==> config.mk <==
export PLATFORM = sky130hd
export DESIGN_NAME = vrf_op_sequencer
export DESIGN_NICKNAME = d
export VERILOG_FILES = /design/src/rtl/vrf_op_sequencer.sv
export SDC_FILE = /design/constraint.sdc
export NUM_CORES = 1
export LEC_CHECK = 0
export CAP_MARGIN = 20
export CORE_MARGIN = 2
export CORE_UTILIZATION = 30
export DETAILED_ROUTE_END_ITERATION = 10
export MAX_ROUTING_LAYER = met4
export PLACE_DENSITY = 0.5
export SETUP_SLACK_MARGIN = 0.15
export SYNTH_ARGS = -nofsm -noshare
export SYNTH_HDL_FRONTEND = slang
export SYNTH_SLANG_ARGS = --single-unit
==> constraint.sdc <==
create_clock -name clock -period 3.8 [get_ports clock]
set_input_delay 0.38 -clock clock [delete_from_list [all_inputs] [get_ports clock]]
set_output_delay 0.38 -clock clock [all_outputs]
set_load 0.005 [all_outputs]
==> src/rtl/vrf_op_sequencer.sv <==
// Lane-wise vector op sequencer for the 4-entry vector register file.
// Each accepted command reads two source registers, computes a per-lane
// result (add/sub with optional unsigned saturation, move, splat) and
// issues exactly one VRF write, with a fixed four-cycle op time.
//
// state | meaning
// IDLE  | waiting for a command, cmd_ready high
// READ  | source addresses on vreg1/vreg2, operands captured at edge
// EXEC  | per-lane result computed into vdataw at edge
// WRITE | VRFWrite/done asserted for one cycle, op retired
module vrf_op_sequencer #(
  parameter int LANE_W = 8,
  parameter int LANES  = 4,
  parameter int CNT_W  = 16
) (
  input  logic                      clock,
  input  logic                      reset,
  input  logic                      cmd_valid,
  output logic                      cmd_ready,
  input  logic [1:0]                cmd_op,
  input  logic                      cmd_sat,
  input  logic [1:0]                cmd_vd,
  input  logic [1:0]                cmd_vs1,
  input  logic [1:0]                cmd_vs2,
  input  logic [LANE_W-1:0]         cmd_imm,
  output logic [1:0]                vreg1,
  output logic [1:0]                vreg2,
  input  logic [LANE_W*LANES-1:0]   vdata1,
  input  logic [LANE_W*LANES-1:0]   vdata2,
  output logic [1:0]                vregw,
  output logic [LANE_W*LANES-1:0]   vdataw,
  output logic                      VRFWrite,
  output logic                      busy,
  output logic                      done,
  output logic [CNT_W-1:0]          op_count
);

  localparam int VW = LANE_W * LANES;

  localparam logic [1:0] OP_VADD   = 2'd0;
  localparam logic [1:0] OP_VSUB   = 2'd1;
  localparam logic [1:0] OP_VMOV   = 2'd2;

  typedef enum logic [1:0] {IDLE, READ, EXEC, WRITE} state_t;

  state_t state, next_state;

  logic [1:0]        op_q;
  logic              sat_q;
  logic [1:0]        vd_q;
  logic [LANE_W-1:0] imm_q;
  logic [VW-1:0]     op_a, op_b;
  logic [VW-1:0]     result;

  // State register; reset aborts any op in flight.
  always_ff @(posedge clock or posedge reset) begin
    if (reset) state <= IDLE;
    else       state <= next_state;
  end

  // Next-state and handshake decode.
  always_comb begin
    next_state = state;
    cmd_ready  = 1'b0;
    case (state)
      IDLE: begin
        cmd_ready = ~reset;
        if (cmd_valid) next_state = READ;
      end
      READ:    next_state = EXEC;
      EXEC:    next_state = WRITE;
      WRITE:   next_state = IDLE;
      default: next_state = IDLE;
    endcase
  end

  // Each lane has its own adder with one extra bit for carry/borrow,
  // so nothing propagates across lane boundaries.
  for (genvar i = 0; i < LANES; i++) begin : g_lane
    logic [LANE_W-1:0] a, b;
    logic [LANE_W:0]   sum, diff;
    logic [LANE_W-1:0] lane_res;
    assign a    = op_a[i*LANE_W +: LANE_W];
    assign b    = op_b[i*LANE_W +: LANE_W];
    assign sum  = {1'b0, a} + {1'b0, b};
    assign diff = {1'b0, a} - {1'b0, b};
    assign lane_res = (op_q == OP_VADD) ? ((sat_q && sum[LANE_W])  ? {LANE_W{1'b1}} : sum[LANE_W-1:0]) :
                      (op_q == OP_VSUB) ? ((sat_q && diff[LANE_W]) ? {LANE_W{1'b0}} : diff[LANE_W-1:0]) :
                      (op_q == OP_VMOV) ? a : imm_q;
    assign result[i*LANE_W +: LANE_W] = lane_res;
  end

  // Command latch, operand capture, result/write-port registers and counter.
  always_ff @(posedge clock or posedge reset) begin
    if (reset) begin
      op_q     <= '0;
      sat_q    <= 1'b0;
      vd_q     <= '0;
      imm_q    <= '0;
      vreg1    <= '0;
      vreg2    <= '0;
      op_a     <= '0;
      op_b     <= '0;
      vregw    <= '0;
      vdataw   <= '0;
      op_count <= '0;
    end else begin
      case (state)
        IDLE: begin
          if (cmd_valid) begin
            op_q  <= cmd_op;
            sat_q <= cmd_sat;
            vd_q  <= cmd_vd;
            imm_q <= cmd_imm;
            vreg1 <= cmd_vs1;
            vreg2 <= cmd_vs2;
          end
        end
        READ: begin
          op_a <= vdata1;
          op_b <= vdata2;
        end
        EXEC: begin
          vregw  <= vd_q;
          vdataw <= result;
        end
        WRITE:   op_count <= op_count + CNT_W'(1);
        default: ;
      endcase
    end
  end

  assign VRFWrite = (state == WRITE);
  assign done     = (state == WRITE);
  assign busy     = (state != IDLE);

endmodule
==> run_results.csv, run 1 <==
group,metric,value,unit
sta,slew_violations,0,
critical_path,critPathLaunchType,"flop",
routing,first_pass_iters,4,
clocking,cts_hold_buf,0,
sta,min_period,2.70,ns
floorplanning,initial_utilization,30.6,%
global_route,grt_pass1_vias,6848,
synth,synth_edf_count,0,
routing,drc,0,
critical_path,cp_num_cells,11,
place,dpl.hpwl,18000,um
sta,hold_viol,0,
critical_path,cpPeakStageDelay,0.42,ns
sta,slew-limit-headroom,42.1,%
routing,wl,23900,um
critical_path,end_kind,"flop",
sta,tightest_slew,0.866,ns
clocking,ctsHtreeMaxLevel,4,
synth,synth_seq_cells,133,
critical_path,cp_slowest_cell,"fa_1",
critical_path,crit_required,4.10,ns
global_route,antenna_found_initial,0,
place,gp_congestion,0.811,
critical_path,reg2regPathDepth,11,
synth,synth_ff_type,"dfrtp_1",
floorplanning,core_area,27900,um2
cells_and_area,n_fill_cell,2783,
cells_and_area,fin_util,39.4,%
power,powerDensity,1050,nW/um2
critical_path,worst-path-max-fanout,5,
routing,drt_iter0_drc,416,
critical_path,rrSetupSlack,1.10,ns
floorplanning,die_area,29800,um2
flow_run,maxCapViolations,0,
routing,viasPerCell,4.79,
global_route,grt_pass1_wl,38500,um
synth,ys_warn_count,0,
sta,fin_ws,1.10,ns
clocking,cts.path.max_buffers,2,
critical_path,crit_type,"flop to flop",
global_route,grt_max_degree,56,
clocking,numCtsBuffers,17,
critical_path,startpoint,"op_a[8]",
global_route,grt_overflow,0,
sta,fin_setup_tns,0,ns
critical_path,reg2reg_from,"op_a[8]",
cells_and_area,fin_nets,1177,
synth,syn_inst,889,
synth,synth_nets,1051,
floorplanning,num_rows,61,
sta,setup_viol,0,
power,vdd_drop_max,0.337,mV
routing,wl_per_cell,17.0,um
power,p_leak,4.72,nW
critical_path,crit_end,"vdataw[11]",
synth,yosysSeqAreaShare,39.1,%
critical_path,cp_cell_sequence,"inv_1 -> ha_1 -> inv_1 -> fa_1 -> a211oi_1 -> o21ai_1 -> a211oi_2 -> nand2b_1 -> nor3_1 -> o221ai_1 -> o21ai_1",
clocking,clk_pin_slew,0.06,ns
clocking,cts.sinks,133,
place,placed_cell_area,10300,um2
clocking,cts_setup_buffers,0,
cells_and_area,fin_area,11000,um2
clocking,tritoncts,"yes",
routing,ant_nets,0,
clocking,clk-insertion-delay-late,0.42,ns
outcome,status,"finished clean",
synth,ys_async_sr_fraction,100,%
cells_and_area,syn_to_final_growth,28.9,%
synth,syn-mean-instance-area,9.58,um2
clocking,post_cts_resized,0,
sta,rsz0062_at_grt,"false",
floorplanning,die_h,173,um
floorplanning,die_w,173,um
critical_path,rr_endpoint,"vdataw[11]",
critical_path,arrival,3.00,ns
cells_and_area,num_antenna_cells,0,
synth,netlist_area,8520,um2
sta,fmax,370,MHz
floorplanning,pin_count,142,
synth,synth_cell_types,70,
place,io_buffers,141,
clocking,clockRootBuffer,"clkbuf_16",
sta,finalCritPeriodShare,71.1,%
critical_path,crit_buf_inv,2,
cells_and_area,layout-drive-gt1-share,11.0,%
routing,num_vias,6730,
critical_path,critPathTopFamily,"compound AO/OA/AOI/OAI gates",
global_route,grt_use_total,16.8,%
sta,skew,0.00725,ns
place,dpl_worst_slack,1.11,ns
worst_hold_path,hold_path_class,"input pin to asynchronous set/reset pin",
layout make-up:
cell class                 instances  area [um2]  area share, %
clock buffer                      17         425           3.87
clock inverter                    14         204           1.86
inverter                          72         274           2.49
multi-input combinational        638        4730           43.1
sequential                       133        3330           30.3
tap                              378         473           4.31
timing repair buffer             153        1550           14.1
Yosys cell counts, types with 9 or more instances:
library cell  count  area [um2]
dfrtp_1         133        3330
o21ai_0          74         370
inv_1            71         267
ha_1             70         876
nand2_1          69         259
a21oi_1          66         330
nor2_1           56         210
mux2_2           55         619
xnor2_1          39         342
clkbuf_1         32         120
xor2_1           17         149
nand2b_1         15        93.8
a22o_1           11        96.3
a31oi_1          10        62.6
nand3_1          10        50.1
nor2b_1          10        62.6
a21o_1            9        67.6
power breakdown:
part	switching (mW)	total, mW	internal (mW)
registers	0.689	2.79	2.10
clock network	0.686	1.79	1.10
logic	3.74	6.98	3.24
sequential cells by signal, indices dropped and copies added (netlist names):
signal / count
imm_q: 8
state: 2
op_b: 32
op_q: 2
vreg2: 2
vregw: 2
op_a: 32
vdataw: 32
vreg1: 2
sat_q: 1
vd_q: 2
op_count: 16
cells by family (layout without fill, tap and decap cells):
family	Yosys count	after routing	synth area share, %
flops	133	133	39.1
compound gates	249	249	19.0
mux	61	61	7.97
buf+inv	118	256	5.52
simple gates	194	194	10.5
xor+xnor	56	56	5.76
fa+ha+maj	78	78	12.2
cell usage in the layout (no fill, tap or decap), types with 8 or more instances in the layout:
cell type        instances
clkdlybuf4s50_1        141
dfrtp_1                133
o21ai_0                 74
inv_1                   70
nand2_1                 69
ha_1                    69
a21oi_1                 66
nor2_1                  56
mux2_2                  55
xnor2_1                 39
xor2_1                  17
clkbuf_16               17
nand2b_1                15
a22o_1                  11
nand3_1                 10
nor2b_1                 10
a31oi_1                 10
a21o_1                   9
buf_4                    9
o21bai_1                 8
nand4_1                  8
fa_1                     8
metrics by stage:
stage	total power [mW]	instances	hold WS, ns
after floorplan	7.65	889	0.465
after global placement	9.76	1373	0.479
after detailed placement	9.78	1373	0.472
after CTS	11.6	1404	0.491
after global routing	12.6	1405	0.517
final	11.6	1405	0.481
how the worst min path moves through the flow:
stage / start / endpoint / slack [ns] / depth (start not counted)
global route: op_count[11] / op_count[11] / 0.52 / 1
finish: reset / state[0] / 0.48 / 2
CTS: op_count[15] / op_count[15] / 0.49 / 1
floorplan: op_count[15] / op_count[15] / 0.46 / 1
global placement: op_count[11] / op_count[11] / 0.48 / 1
detailed placement: op_count[15] / op_count[15] / 0.47 / 1
routing by layer:
| metal | up-vias | track usage [%] | share of wire, % |
|---|---|---|---|
| met3 | 14 | 2.99 | 3.1 |
| li1 | 3357 | - | - |
| met2 | 119 | 26.0 | 46 |
| met1 | 3240 | 23.2 | 50 |
| met4 | 0 | 3.45 | 0.82 |
| met5 | - | - | 0 |
(Power assumes the default switching activity.)
==> inputs of run 2 (changes only) <==
- PLACE_DENSITY: 0.5 -> 0.48
- clock period: 3.8 -> 2.72 ns (I/O delays scaled with it)
==> run 2 against run 1 <==
Against the previous run: critical path depth down 2; cell area up 1.5%; total power up 43%; die area unchanged; sequential cell count unchanged; sequential power up 39%; hold slack worse by 0.14 ns; critical endpoint is now vdataw[19]; first-iteration DRC count down 3.4%; critical path type unchanged; clock power up 33%; combinational power up 48%; utilization up 0.59 points; non-clock buffer count up 13.
==> run_results.csv, run 2 (synthesis results as in run 1) <==
group,metric,value,unit
routing,drc,0,
critical_path,critPathLaunchType,"flop",
clocking,cts.path.max_buffers,2,
power,powerDensity,1490,nW/um2
routing,top_layer_used,"met4",
global_route,grt_use_total,17.2,%
routing,num_vias,6868,
cells_and_area,final_common_cell,"clkdlybuf4s50_1",
power,totalPowerFinal,16.6,mW
sta,setup_viol,0,
floorplanning,pin_count,142,
routing,met1Wirelength,11900,um
routing,first_pass_iters,5,
cells_and_area,layout-drive-gt1-share,14.0,%
cells_and_area,layout_common_cells,"clkdlybuf4s50_1, dfrtp_1, o21ai_0",
critical_path,reg2regPathDepth,9,
floorplanning,num_rows,61,
sta,min_period,2.45,ns
power,p_leak,4.78,nW
cells_and_area,fin_nets,1190,
critical_path,crit_type,"flop to flop",
sta,skew,0.0114,ns
clocking,cts.sinks,133,
cells_and_area,top_regs,"op_a: 32 flops, op_b: 32 flops, vdataw: 32 flops",
routing,wl_per_cell,17.2,um
place,io_buffers,141,
routing,ant_nets,0,
floorplanning,die_w,173,um
worst_hold_path,hold_path_class,"input pin to asynchronous set/reset pin",
sta,finalCritPeriodShare,90.1,%
outcome,status,"finished clean",
routing,drt_iter0_drc,402,
clocking,numCtsBuffers,17,
critical_path,cpPeakStageDelay,0.40,ns
floorplanning,core_area,27900,um2
cells_and_area,num_antenna_cells,0,
global_route,grt_pass1_wl,39300,um
place,gp_congestion,0.808,
sta,hold_viol,0,
place,place_inst,1386,
sta,rsz0062_at_grt,"true",
critical_path,crit_required,3.02,ns
floorplanning,initial_utilization,30.6,%
cells_and_area,syn_to_final_growth,30.9,%
sta,fmax,408,MHz
sta,slew_violations,0,
global_route,antenna_found_initial,0,
clocking,clockRootBuffer,"clkbuf_16",
sta,slew-limit-headroom,58.4,%
critical_path,end_kind,"flop",
cells_and_area,fin_util,40.0,%
critical_path,worst-path-max-fanout,8,
flow_run,maxCapViolations,0,
floorplanning,die_area,29800,um2
cells_and_area,fin_cells,1419,
clocking,clk_pin_slew,0.07,ns
global_route,grt_pass1_vias,6976,
critical_path,arrival,2.75,ns
sta,tightest_slew,0.624,ns
clocking,ctsHtreeMaxLevel,4,
power,vdd_drop_max,0.472,mV
routing,viasPerCell,4.84,
routing,wl,24400,um
global_route,grt_max_degree,87,
place,dpl.hpwl,18300,um
critical_path,cp_slowest_cell,"dfrtp_1",
clocking,clk-insertion-delay-late,0.42,ns
sta,holdWs,0.345,ns
sta,fin_setup_tns,0,ns
routing,wl_met3,934,um
routing,wl_met2,11300,um
floorplanning,die_h,173,um
global_route,grt_overflow,0,
critical_path,cp_cell_sequence,"ha_1 -> fa_2 -> nor2b_1 -> or3_1 -> a21oi_2 -> o21bai_2 -> a31oi_4 -> a21oi_1 -> a22o_1",
clocking,tritoncts,"yes",
clocking,cts_hold_buf,0,
==> run 2: worst paths after layout <==
kind | from | to | slack [ns]
min in group clock | vdata2[3] | op_b[3] | 0.40
worst max-delay path | op_a[16] | vdataw[19] | 0.27
max in group asynchronous | reset | op_a[27] | 1.82
worst min register to register | op_count[15] | op_count[15] | 0.47
worst max register to register | op_a[16] | vdataw[19] | 0.27
worst min-delay path | reset | vreg1[1] | 0.34
==> run 2: layout make-up <==
type,instances,area [um2]
Clock buffer,18,429
Clock inverter,14,165
Fill cell,2810,16700
Inverter,72,274
Multi-Input combinational cell,638,4840
Sequential cell,133,3330
Tap cell,378,473
Timing Repair Buffer,166,1640
==> run 2: critical path, delay by kind of cell (launching register included) <==
family,cells,cell delay (ns)
compound gates,5,0.86
fa+ha+maj,2,0.59
simple gates,2,0.48
flops,1,0.40
==> run 2: timing repair <==
item,CTS,global route
gates resized for setup,4,21
buffers inserted,0,1
pin swaps,1,7
endpoints found under the setup margin,15,22
==> run 2: power breakdown <==
group          switching (mW)  internal [mW]
Clock                    1.00           1.38
Sequential              0.947           2.93
Combinational            5.51           4.80
==> run 2: per-layer routing <==
layer  GRT usage, %  vias to the layer above
met5              -                        -
met4           3.45                        0
met3           2.92                       18
met2           26.9                      157
met1           23.4                     3317
li1               -                     3376
==> run 2: metrics by stage <==
stage | instance area [um2] | worst slack, ns
after floorplan | 8520 | 0.350
after global placement | 10400 | 0.126
after detailed placement | 10400 | 0.0921
after CTS | 11100 | 0.125
after global routing | 11200 | 0.123
final | 11200 | 0.270
